$ cat src/rtl/mips_encode_stream_if.sv
// rtl/mips_encode_stream_if.sv - request/response stream bundle for the MIPS encoder
interface mips_encode_stream_if;
  logic        in_valid;
  logic        in_ready;
  logic [2:0]  alu_op;
  logic [1:0]  alu_src2;
  logic [4:0]  rs;
  logic [4:0]  rt;
  logic [4:0]  rd;
  logic [15:0] imm;
  logic        out_valid;
  logic        out_ready;
  logic [31:0] out_instr;
  logic        out_except;

  // Producer of requests and consumer of encoded words
  modport master (
    output in_valid, alu_op, alu_src2, rs, rt, rd, imm, out_ready,
    input  in_ready, out_valid, out_instr, out_except
  );

  // The encoder itself
  modport slave (
    input  in_valid, alu_op, alu_src2, rs, rt, rd, imm, out_ready,
    output in_ready, out_valid, out_instr, out_except
  );
endinterface

$ cat src/rtl/mips_encode_stream.sv
// rtl/mips_encode_stream.sv - MIPS arithmetic instruction encoder with output FIFO
module mips_encode_stream #(
  parameter int DEPTH = 4,
  parameter int CW    = 8
) (
  input  logic                     clock,
  input  logic                     reset,
  mips_encode_stream_if.slave      bus,
  output logic [CW-1:0]            illegal_count,
  output logic [$clog2(DEPTH):0]   level
);
  localparam int AW = $clog2(DEPTH);
  localparam int LW = AW + 1;
  localparam logic [LW-1:0] FULL_LEVEL = LW'(DEPTH);

  logic [32:0]   mem [DEPTH];
  logic [AW-1:0] wr_ptr;
  logic [AW-1:0] rd_ptr;
  logic [AW-1:0] prev_ptr;
  logic [32:0]   head;
  logic          legal;
  logic [31:0]   word;
  logic [5:0]    funct;
  logic [5:0]    opcode;
  logic          push;
  logic          pop;

  // Decode the op/src2 pair into funct or opcode and build the instruction word
  always_comb begin
    legal  = 1'b0;
    funct  = 6'h00;
    opcode = 6'h00;
    word   = 32'h0;
    case (bus.alu_src2)
      2'b00: begin
        legal = 1'b1;
        case (bus.alu_op)
          3'b010:  funct = 6'h20;
          3'b011:  funct = 6'h22;
          3'b100:  funct = 6'h24;
          3'b101:  funct = 6'h25;
          3'b110:  funct = 6'h27;
          3'b111:  funct = 6'h26;
          default: legal = 1'b0;
        endcase
      end
      2'b01: begin
        if (bus.alu_op == 3'b010) begin
          legal  = 1'b1;
          opcode = 6'h08;
        end
      end
      2'b10: begin
        case (bus.alu_op)
          3'b100:  begin legal = 1'b1; opcode = 6'h0C; end
          3'b101:  begin legal = 1'b1; opcode = 6'h0D; end
          3'b111:  begin legal = 1'b1; opcode = 6'h0E; end
          default: legal = 1'b0;
        endcase
      end
      default: legal = 1'b0;
    endcase
    if (legal) begin
      if (bus.alu_src2 == 2'b00)
        word = {6'b000000, bus.rs, bus.rt, bus.rd, 5'b00000, funct};
      else
        word = {opcode, bus.rs, bus.rt, bus.imm};
    end
  end

  assign bus.in_ready  = (level != FULL_LEVEL);
  assign bus.out_valid = (level != '0);
  assign push          = bus.in_valid && bus.in_ready;
  assign pop           = bus.out_valid && bus.out_ready;

  // When empty, show the slot just popped so the outputs hold their last value
  assign prev_ptr       = rd_ptr - AW'(1);
  assign head           = bus.out_valid ? mem[rd_ptr] : mem[prev_ptr];
  assign bus.out_instr  = head[31:0];
  assign bus.out_except = head[32];

  // FIFO storage, pointers, occupancy and the saturating illegal-request counter
  always_ff @(posedge clock or negedge reset) begin
    if (!reset) begin
      wr_ptr        <= '0;
      rd_ptr        <= '0;
      level         <= '0;
      illegal_count <= '0;
      for (int i = 0; i < DEPTH; i++) mem[i] <= '0;
    end else begin
      if (push) begin
        mem[wr_ptr] <= {~legal, word};
        wr_ptr      <= wr_ptr + AW'(1);
      end
      if (pop) rd_ptr <= rd_ptr + AW'(1);
      if (push && !pop)
        level <= level + LW'(1);
      else if (!push && pop)
        level <= level - LW'(1);
      if (push && !legal && (illegal_count != '1))
        illegal_count <= illegal_count + CW'(1);
    end
  end
endmodule

$ cat src/flat_wrapper.sv
// flat-port wrapper written by rule: the top's interface ports become plain ports
module mips_encode_stream_flat 
#(
  parameter int DEPTH = 4,
  parameter int CW    = 8
)
  (clock, reset, illegal_count, level, bus_in_valid, bus_alu_op, bus_alu_src2, bus_rs, bus_rt, bus_rd, bus_imm, bus_out_ready, bus_in_ready, bus_out_valid, bus_out_instr, bus_out_except);
  mips_encode_stream_if bus_i ();
  input  logic clock;
  input  logic reset;
  output logic [CW-1:0] illegal_count;
  output logic [$clog2(DEPTH):0] level;
  input wire logic [$bits(bus_i.in_valid)-1:0] bus_in_valid;
  input wire logic [$bits(bus_i.alu_op)-1:0] bus_alu_op;
  input wire logic [$bits(bus_i.alu_src2)-1:0] bus_alu_src2;
  input wire logic [$bits(bus_i.rs)-1:0] bus_rs;
  input wire logic [$bits(bus_i.rt)-1:0] bus_rt;
  input wire logic [$bits(bus_i.rd)-1:0] bus_rd;
  input wire logic [$bits(bus_i.imm)-1:0] bus_imm;
  input wire logic [$bits(bus_i.out_ready)-1:0] bus_out_ready;
  output wire logic [$bits(bus_i.in_ready)-1:0] bus_in_ready;
  output wire logic [$bits(bus_i.out_valid)-1:0] bus_out_valid;
  output wire logic [$bits(bus_i.out_instr)-1:0] bus_out_instr;
  output wire logic [$bits(bus_i.out_except)-1:0] bus_out_except;
  assign bus_i.in_valid = bus_in_valid;
  assign bus_i.alu_op = bus_alu_op;
  assign bus_i.alu_src2 = bus_alu_src2;
  assign bus_i.rs = bus_rs;
  assign bus_i.rt = bus_rt;
  assign bus_i.rd = bus_rd;
  assign bus_i.imm = bus_imm;
  assign bus_i.out_ready = bus_out_ready;
  assign bus_in_ready = bus_i.in_ready;
  assign bus_out_valid = bus_i.out_valid;
  assign bus_out_instr = bus_i.out_instr;
  assign bus_out_except = bus_i.out_except;
  mips_encode_stream #(.DEPTH(DEPTH), .CW(CW)) u_core (.clock(clock), .reset(reset), .bus(bus_i), .illegal_count(illegal_count), .level(level));
endmodule
$ cat config.mk
export PLATFORM = sky130hd
export DESIGN_NAME = mips_encode_stream_flat
export DESIGN_NICKNAME = d
export VERILOG_FILES = /design/src/rtl/mips_encode_stream_if.sv /design/src/rtl/mips_encode_stream.sv /design/src/flat_wrapper.sv
export SDC_FILE = /design/constraint.sdc
export NUM_CORES = 1
export LEC_CHECK = 0
export BUFFER_PORTS_ARGS = -buffer_cell sky130_fd_sc_hd__buf_4
export CORE_UTILIZATION = 45
export DETAILED_ROUTE_END_ITERATION = 7
export RECOVER_POWER = 100
export REMOVE_ABC_BUFFERS = 1
export SLEW_MARGIN = 10
export SYNTH_ARGS = -nofsm -noshare
export SYNTH_HDL_FRONTEND = slang
export SYNTH_SLANG_ARGS = --single-unit
$ cat constraint.sdc
create_clock -name clock -period 3.72 [get_ports clock]
set_clock_uncertainty 0.05 [all_clocks]
set_input_delay 0.558 -clock clock [delete_from_list [all_inputs] [get_ports clock]]
set_output_delay 0.558 -clock clock [all_outputs]
set_load 0.03 [all_outputs]
-- Word-level counts from Yosys, hierarchy flattened
Index checks and enable logic that the tools add are counted.
- flip-flop bits (word level): 147
- input port bits: 40
- output and inout bits: 46
- logic and storage cells: 69
- add/sub/neg operators: 6
- order comparisons: 4
- equality and inequality tests: 10
- muxes and demuxes: 22
- bitwise logic cells: 4
- reductions and logical operators: 15
- operators with widths (kind ; number):
    2-to-1 mux 33 bit ; 6
    binary-select mux 33 bit (select 2 bit) ; 2
    bitwise mux 132 bit ; 1
    demux 33 bit (select 2 bit) ; 1
    2-to-1 mux 32 bit ; 2
    case mux 6 bit (6 select lines) ; 1
    == test 3 bit (second input constant) ; 4
    case mux 4 bit (3 select lines) ; 1
    case mux 6 bit (2 select lines) ; 1
    greater-or-equal comparator 3 bit (second input constant) ; 3
    NOT 2 -> 3 bit ; 3
    adder 8 x 1 -> 8 bit (second input constant) ; 1
    inequality test 8 bit (second input constant) ; 1
    logical AND 1 bit ; 7
    == test 3 x 2 -> 1 bit (second input constant) ; 2
    2-to-1 mux 3 bit ; 2
    OR reduction 6 bit ; 1
    adder 2 x 1 -> 2 bit (second input constant) ; 2
    2-to-1 mux 4 bit ; 1
    adder 3 x 1 -> 3 bit (second input constant) ; 1
    zero test 1 bit ; 3
    less-than comparator 3 x 1 -> 1 bit (second input constant) ; 1
    2-to-1 mux 1 bit ; 3
    inequality test 3 bit (second input constant) ; 1
    10 further kinds ; 10

-- Logic depth before layout (Yosys ltp)
- word-level depth: 7
- mapped depth: 10
- mapped depth without buffers: 9

-- Least setup slack after synthesis
Ideal clock, no wire load.
- path type: reg-to-reg
- start: reg u_core.level[0]
- end: reg u_core.level[1]
- data arrival time: 2.435 ns
- slack: 1.111 ns
- stages on the path, launching flop included: 9
- buffers on the path: 1
- cell sequence: dfrtp_1 -> or3b_2 -> clkbuf_1 -> nand2_1 -> inv_1 -> ha_1 -> inv_1 -> fa_1 -> mux2_2
- word-level cells in the longest chain between the ends: 5
- elaborated cells between the ends (all ways): 13
- those cells by class: add/sub: 2; eq/ne: 1; mux: 2; reduce/logical: 8
- ends and longest elaborated chain (item ; line ; text):
    start, declared ; mips_encode_stream.sv:10 ; output logic [$clog2(DEPTH):0] level
    start signal, assigned ; mips_encode_stream.sv:97 ; level <= level + LW'(1);
    start signal, assigned ; mips_encode_stream.sv:99 ; level <= level - LW'(1);
    inequality test 3 bit * ; mips_encode_stream.sv:71 ; assign bus.in_ready = (level != FULL_LEVEL);
    named net bus_in_ready ; flat_wrapper.sv:21 ; output wire logic [$bits(bus_i.in_ready)-1:0] bus_in_ready;
    logical AND 1 bit * ; mips_encode_stream.sv:73 ; assign push = bus.in_valid && bus.in_ready;
    named net u_core.push ; mips_encode_stream.sv:25 ; logic push;
    zero test 1 bit ; mips_encode_stream.sv:98 ; else if (!push && pop)
    logical AND 1 bit ; mips_encode_stream.sv:98 ;
    nonzero test 2 bit (no line) ; -- ;
Mark *: on every way through the listed nets, which the timed path passes. The rest lies on a longest branch. The select of a mux whose other input is x is not followed.
A chain may end at the register's enable or synchronous reset.

-- Worst setup path after layout
- start: reg u_core.rd_ptr[1]
- end: out bus_out_instr[19]
- word-level cells in the longest chain between the ends: 6
- elaborated cells between the ends (all ways): 10
- those cells by class: add/sub: 1; mux: 7; bitwise: 2
- ends and longest elaborated chain (item ; line ; text):
    start, declared ; mips_encode_stream.sv:18 ; logic [AW-1:0] rd_ptr;
    start signal, assigned ; mips_encode_stream.sv:95 ; if (pop) rd_ptr <= rd_ptr + AW'(1);
    subtractor 2 x 1 -> 2 bit ; mips_encode_stream.sv:77 ; assign prev_ptr = rd_ptr - AW'(1);
    NOT 2 -> 3 bit (implied by the code) ; mips_encode_stream.sv:78 ; assign head = bus.out_valid ? mem[rd_ptr] : mem[prev_ptr];
    binary-select mux 33 bit (select 2 bit) ; mips_encode_stream.sv:78 ;
    2-to-1 mux 33 bit (implied by the code) (2 in series) ; mips_encode_stream.sv:78 ;
    2-to-1 mux 33 bit * ; mips_encode_stream.sv:78 ;
    end, declared ; flat_wrapper.sv:23 ; output wire logic [$bits(bus_i.out_instr)-1:0] bus_out_instr;
Every way passes the cells marked *; elsewhere a longest branch is shown, timed or not. The select of a mux whose other input is x is not followed.

==> qor.yml <==
sta:
  finalSetupTns_ns: 0
  slew_headroom_pct: -62.53
  drv_slew: 130
  grt_setup_unrepaired: "no"
  hold_viol: 0
  worstMarginPinSlew_ns: 2.438
  min_period_ns: 3.187
  finalCritPeriodShare_pct: 85.68
  whs_ns: 0.3949
  clock.fmax_mhz: 313.8
  setup_viol: 0
worst_setup_path:
  crit_fanout: 23
  critPathKind: "flop to output port"
  critPathArrivalTime_ns: 2.58
  critPathMaxStageDelay_ns: 0.81
  crit_required_ns: 3.11
  r2r_start: "u_core.level[0]$_DFFE_PN0P_"
  reg2reg_depth: 4
  timing.rr.end: "u_core.mem[123]$_DFFE_PN0P_"
  worstSetupStartpointType: "flop"
  cp_common_cell: "nand2_1"
  rrSetupSlack_ns: 0.64
  cp_slowest_cell: "dfrtp_2"
  end_kind: "output port"
  crit_chain: "clkbuf_2, mux4_2, nand2_1, nand2_1, clkbuf_1"
grt:
  grt_pass1_wl_um: 28410
  grt_pass1_vias: 5421
  antenna_found_initial: 0
  grt_max_degree: 98
  grt_overflow: 0
  grt_use_total_pct: 22.39
final_layout:
  area_growth_pct: 16.34
  drive_above_1_share_pct: 23.54
  diodes: 0
  postLayoutCoreUtil_pct: 54.14
  num-nets-final: 794
die:
  die_area_mm2: 0.01712
  io_pins: 86
  initial_core_util_pct: 46.53
  die_w_um: 130.9
  die_h_um: 130.9
  rows: 46
  core_area_mm2: 0.01606
power:
  p_per_area_mw_per_mm2: 873.5
  pwr-share-comb_pct: 40.2
  vdd_drop_max_mv: 0.3569
  p_switching_w: 0.002924
  p_seq_share_pct: 34.9
  switching_share_pct: 38.50
  clock_power_share_pct: 24.9
  p_int_w: 0.004670
  p_leak_nw: 3.890
clocking:
  clockBufferDepth: 2
  clk_pin_slew_ns: 0.06
  cts_root_buf: "clkbuf_16"
  holdBufCountCts: 0
  clock_sinks: 139
  cts_resized: 0
  clock_latency_ns: 0.42
  cts_tree: "yes"
  cts_buffers: 17
  post_cts.repair.setup_buffers: 0
  h-tree-depth: 4
hold_path:
  hold_depth: 3
  min_from: "bus_out_ready"
  worstHoldEndpoint: "u_core.rd_ptr[1]$_DFFE_PN0P_"
  hp-class: "primary input to flop"
detailed_routing:
  dr.pass1.iters: 5
  routed_wire_length_per_instance_um: 17.92
  drcViolationCount: 0
  via_per_inst: 5.561
  drt-total-wl_um: 17410
  detail_route.iter0.violations: 376
  antenna_left: 0
  via_count: 5405
placed_design:
  hpwl_um: 11010
  io_buffer_count: 83
  gp_congestion: 0.7175
synthesis:
  yosysUniqueCellTypes: 42
  synth_top_area_share_pct: 46.55
  synth_edf_count: 0
  synth_flop_cell: "dfrtp_1"
  avgSynthCellArea_um2: 11.02
  ys_seq_elements: 139
  yosys-top-cells-area: "dfrtp_1 47%, mux4_2 19%, nand2_1 11%"
  ys_seq_area_share_pct: 46.55
  yosysWarnings: 0
  synth-async-reset-ratio_pct: 100.0
  synth_area_mm2: 0.007472
  yosys.area.top_type: "dfrtp_1"
  synthCells: 678
outcome:
  status: "complete, but fails checks"
  violations: "capacitance limit, slew limit"
run:
  drv_cap: 2
[area by class of cell]
cell class / count / area [um2]
fill: 1436 / 7365
multi-input combinational: 480 / 3646
sequential: 139 / 3483
timing repair buffer: 97 / 593.1
clock buffer: 22 / 484.2
tap: 216 / 270.3
clock inverter: 10 / 186.4
inverter: 8 / 30.03
[metrics by stage]
stage | setup WS [ns] | power (W) | instance area, um2 | instances
2_1_floorplan | -1.444 | 0.004837 | 7207 | 627
3_3_place_gp | 1.195 | 0.005837 | 8267 | 940
3_5_place_dp | 1.165 | 0.005954 | 8267 | 940
4_1_cts | 0.7576 | 0.007870 | 8937 | 972
5_1_grt | 0.3460 | 0.008092 | 8693 | 972
6_report | 0.5329 | 0.007594 | 8693 | 972
[power by group through the flow]
stage,clock (W),sequential (W),combinational (W)
5_1_grt,0.00200,0.00275,0.00335
4_1_cts,0.00193,0.00266,0.00329
2_1_floorplan,0,0.00272,0.00211
6_report,0.00189,0.00265,0.00305
3_5_place_dp,0,0.00268,0.00327
3_3_place_gp,0,0.00262,0.00321
[cells in the final DEF (no fill, tap or decap), types with 4 or more instances in the layout]
cell,Yosys,final
buf_4,2,50
mux2i_1,6,6
clkbuf_8,0,4
clkbuf_16,0,17
o31ai_1,24,24
clkbuf_1,11,39
mux2_1,4,5
xnor2_1,6,6
dfrtp_1,139,137
nor2_1,6,6
bufinv_16,0,5
clkbuf_2,0,7
inv_1,7,7
nor3_1,4,6
nand2_1,217,217
ha_1,10,10
o21ai_0,74,75
mux2_2,22,22
xor2_1,8,8
nand3_1,10,10
mux4_2,62,62
[cell families (layout without fill, tap and decap cells)]
family | count (synthesis) | count (layout) | synth area share, %
fa+ha+maj | 11 | 11 | 1.942
compound gates | 109 | 109 | 8.691
xor+xnor | 14 | 14 | 1.641
flops | 139 | 139 | 46.55
buf+inv | 60 | 137 | 4.002
other cells | 1 | 2 | 0.05019
mux | 95 | 95 | 23.61
simple gates | 249 | 249 | 13.51
[sequential cells by signal, indices dropped and copies added, names as in the netlist]
name / flops
u_core.illegal_count: 8
u_core.level: 3
u_core.mem: 124
u_core.rd_ptr: 2
u_core.wr_ptr: 2
[cell usage after synthesis, drive strengths merged, types with 7 or more instances]
master / n
clkbuf: 11
inv: 7
xor2: 8
mux2: 27
nand3: 10
buf: 41
ha: 10
o21ai: 78
mux4: 62
dfrtp: 139
nand2: 217
o31ai: 24
[critical path: cells and delay by family (launching register included)]
family	cells	cell delay, ns
buffers and inverters	2	0.66
flip-flops	1	0.81
multiplexers	1	0.55
AND/OR/NAND/NOR	2	0.13
[worst max path at each step]
stage | start | to
after floorplan | u_core.level[0]$_DFFE_PN0P_ | u_core.level[2]$_DFFE_PN0P_
after detailed placement | bus_alu_src2[0] | u_core.mem[121]$_DFFE_PN0P_
after global placement | bus_alu_src2[0] | u_core.mem[51]$_DFFE_PN0P_
final | u_core.rd_ptr[1]$_DFFE_PN0P_ | bus_out_instr[19]
after global routing | u_core.rd_ptr[1]$_DFFE_PN0P_ | bus_out_instr[19]
after CTS | u_core.rd_ptr[0]$_DFFE_PN0P_ | bus_out_instr[20]
[layer usage]
metal / vias up / track usage [%] / share of wire, %
met3: 7 / 5.090 / 3.9
met1: 2746 / 29.38 / 44
met4: 0 / 6.356 / 0.75
met2: 125 / 37.38 / 51
met5: - / 0 / 0
li1: 2527 / - / -
Power figures use the tool's default switching activity.
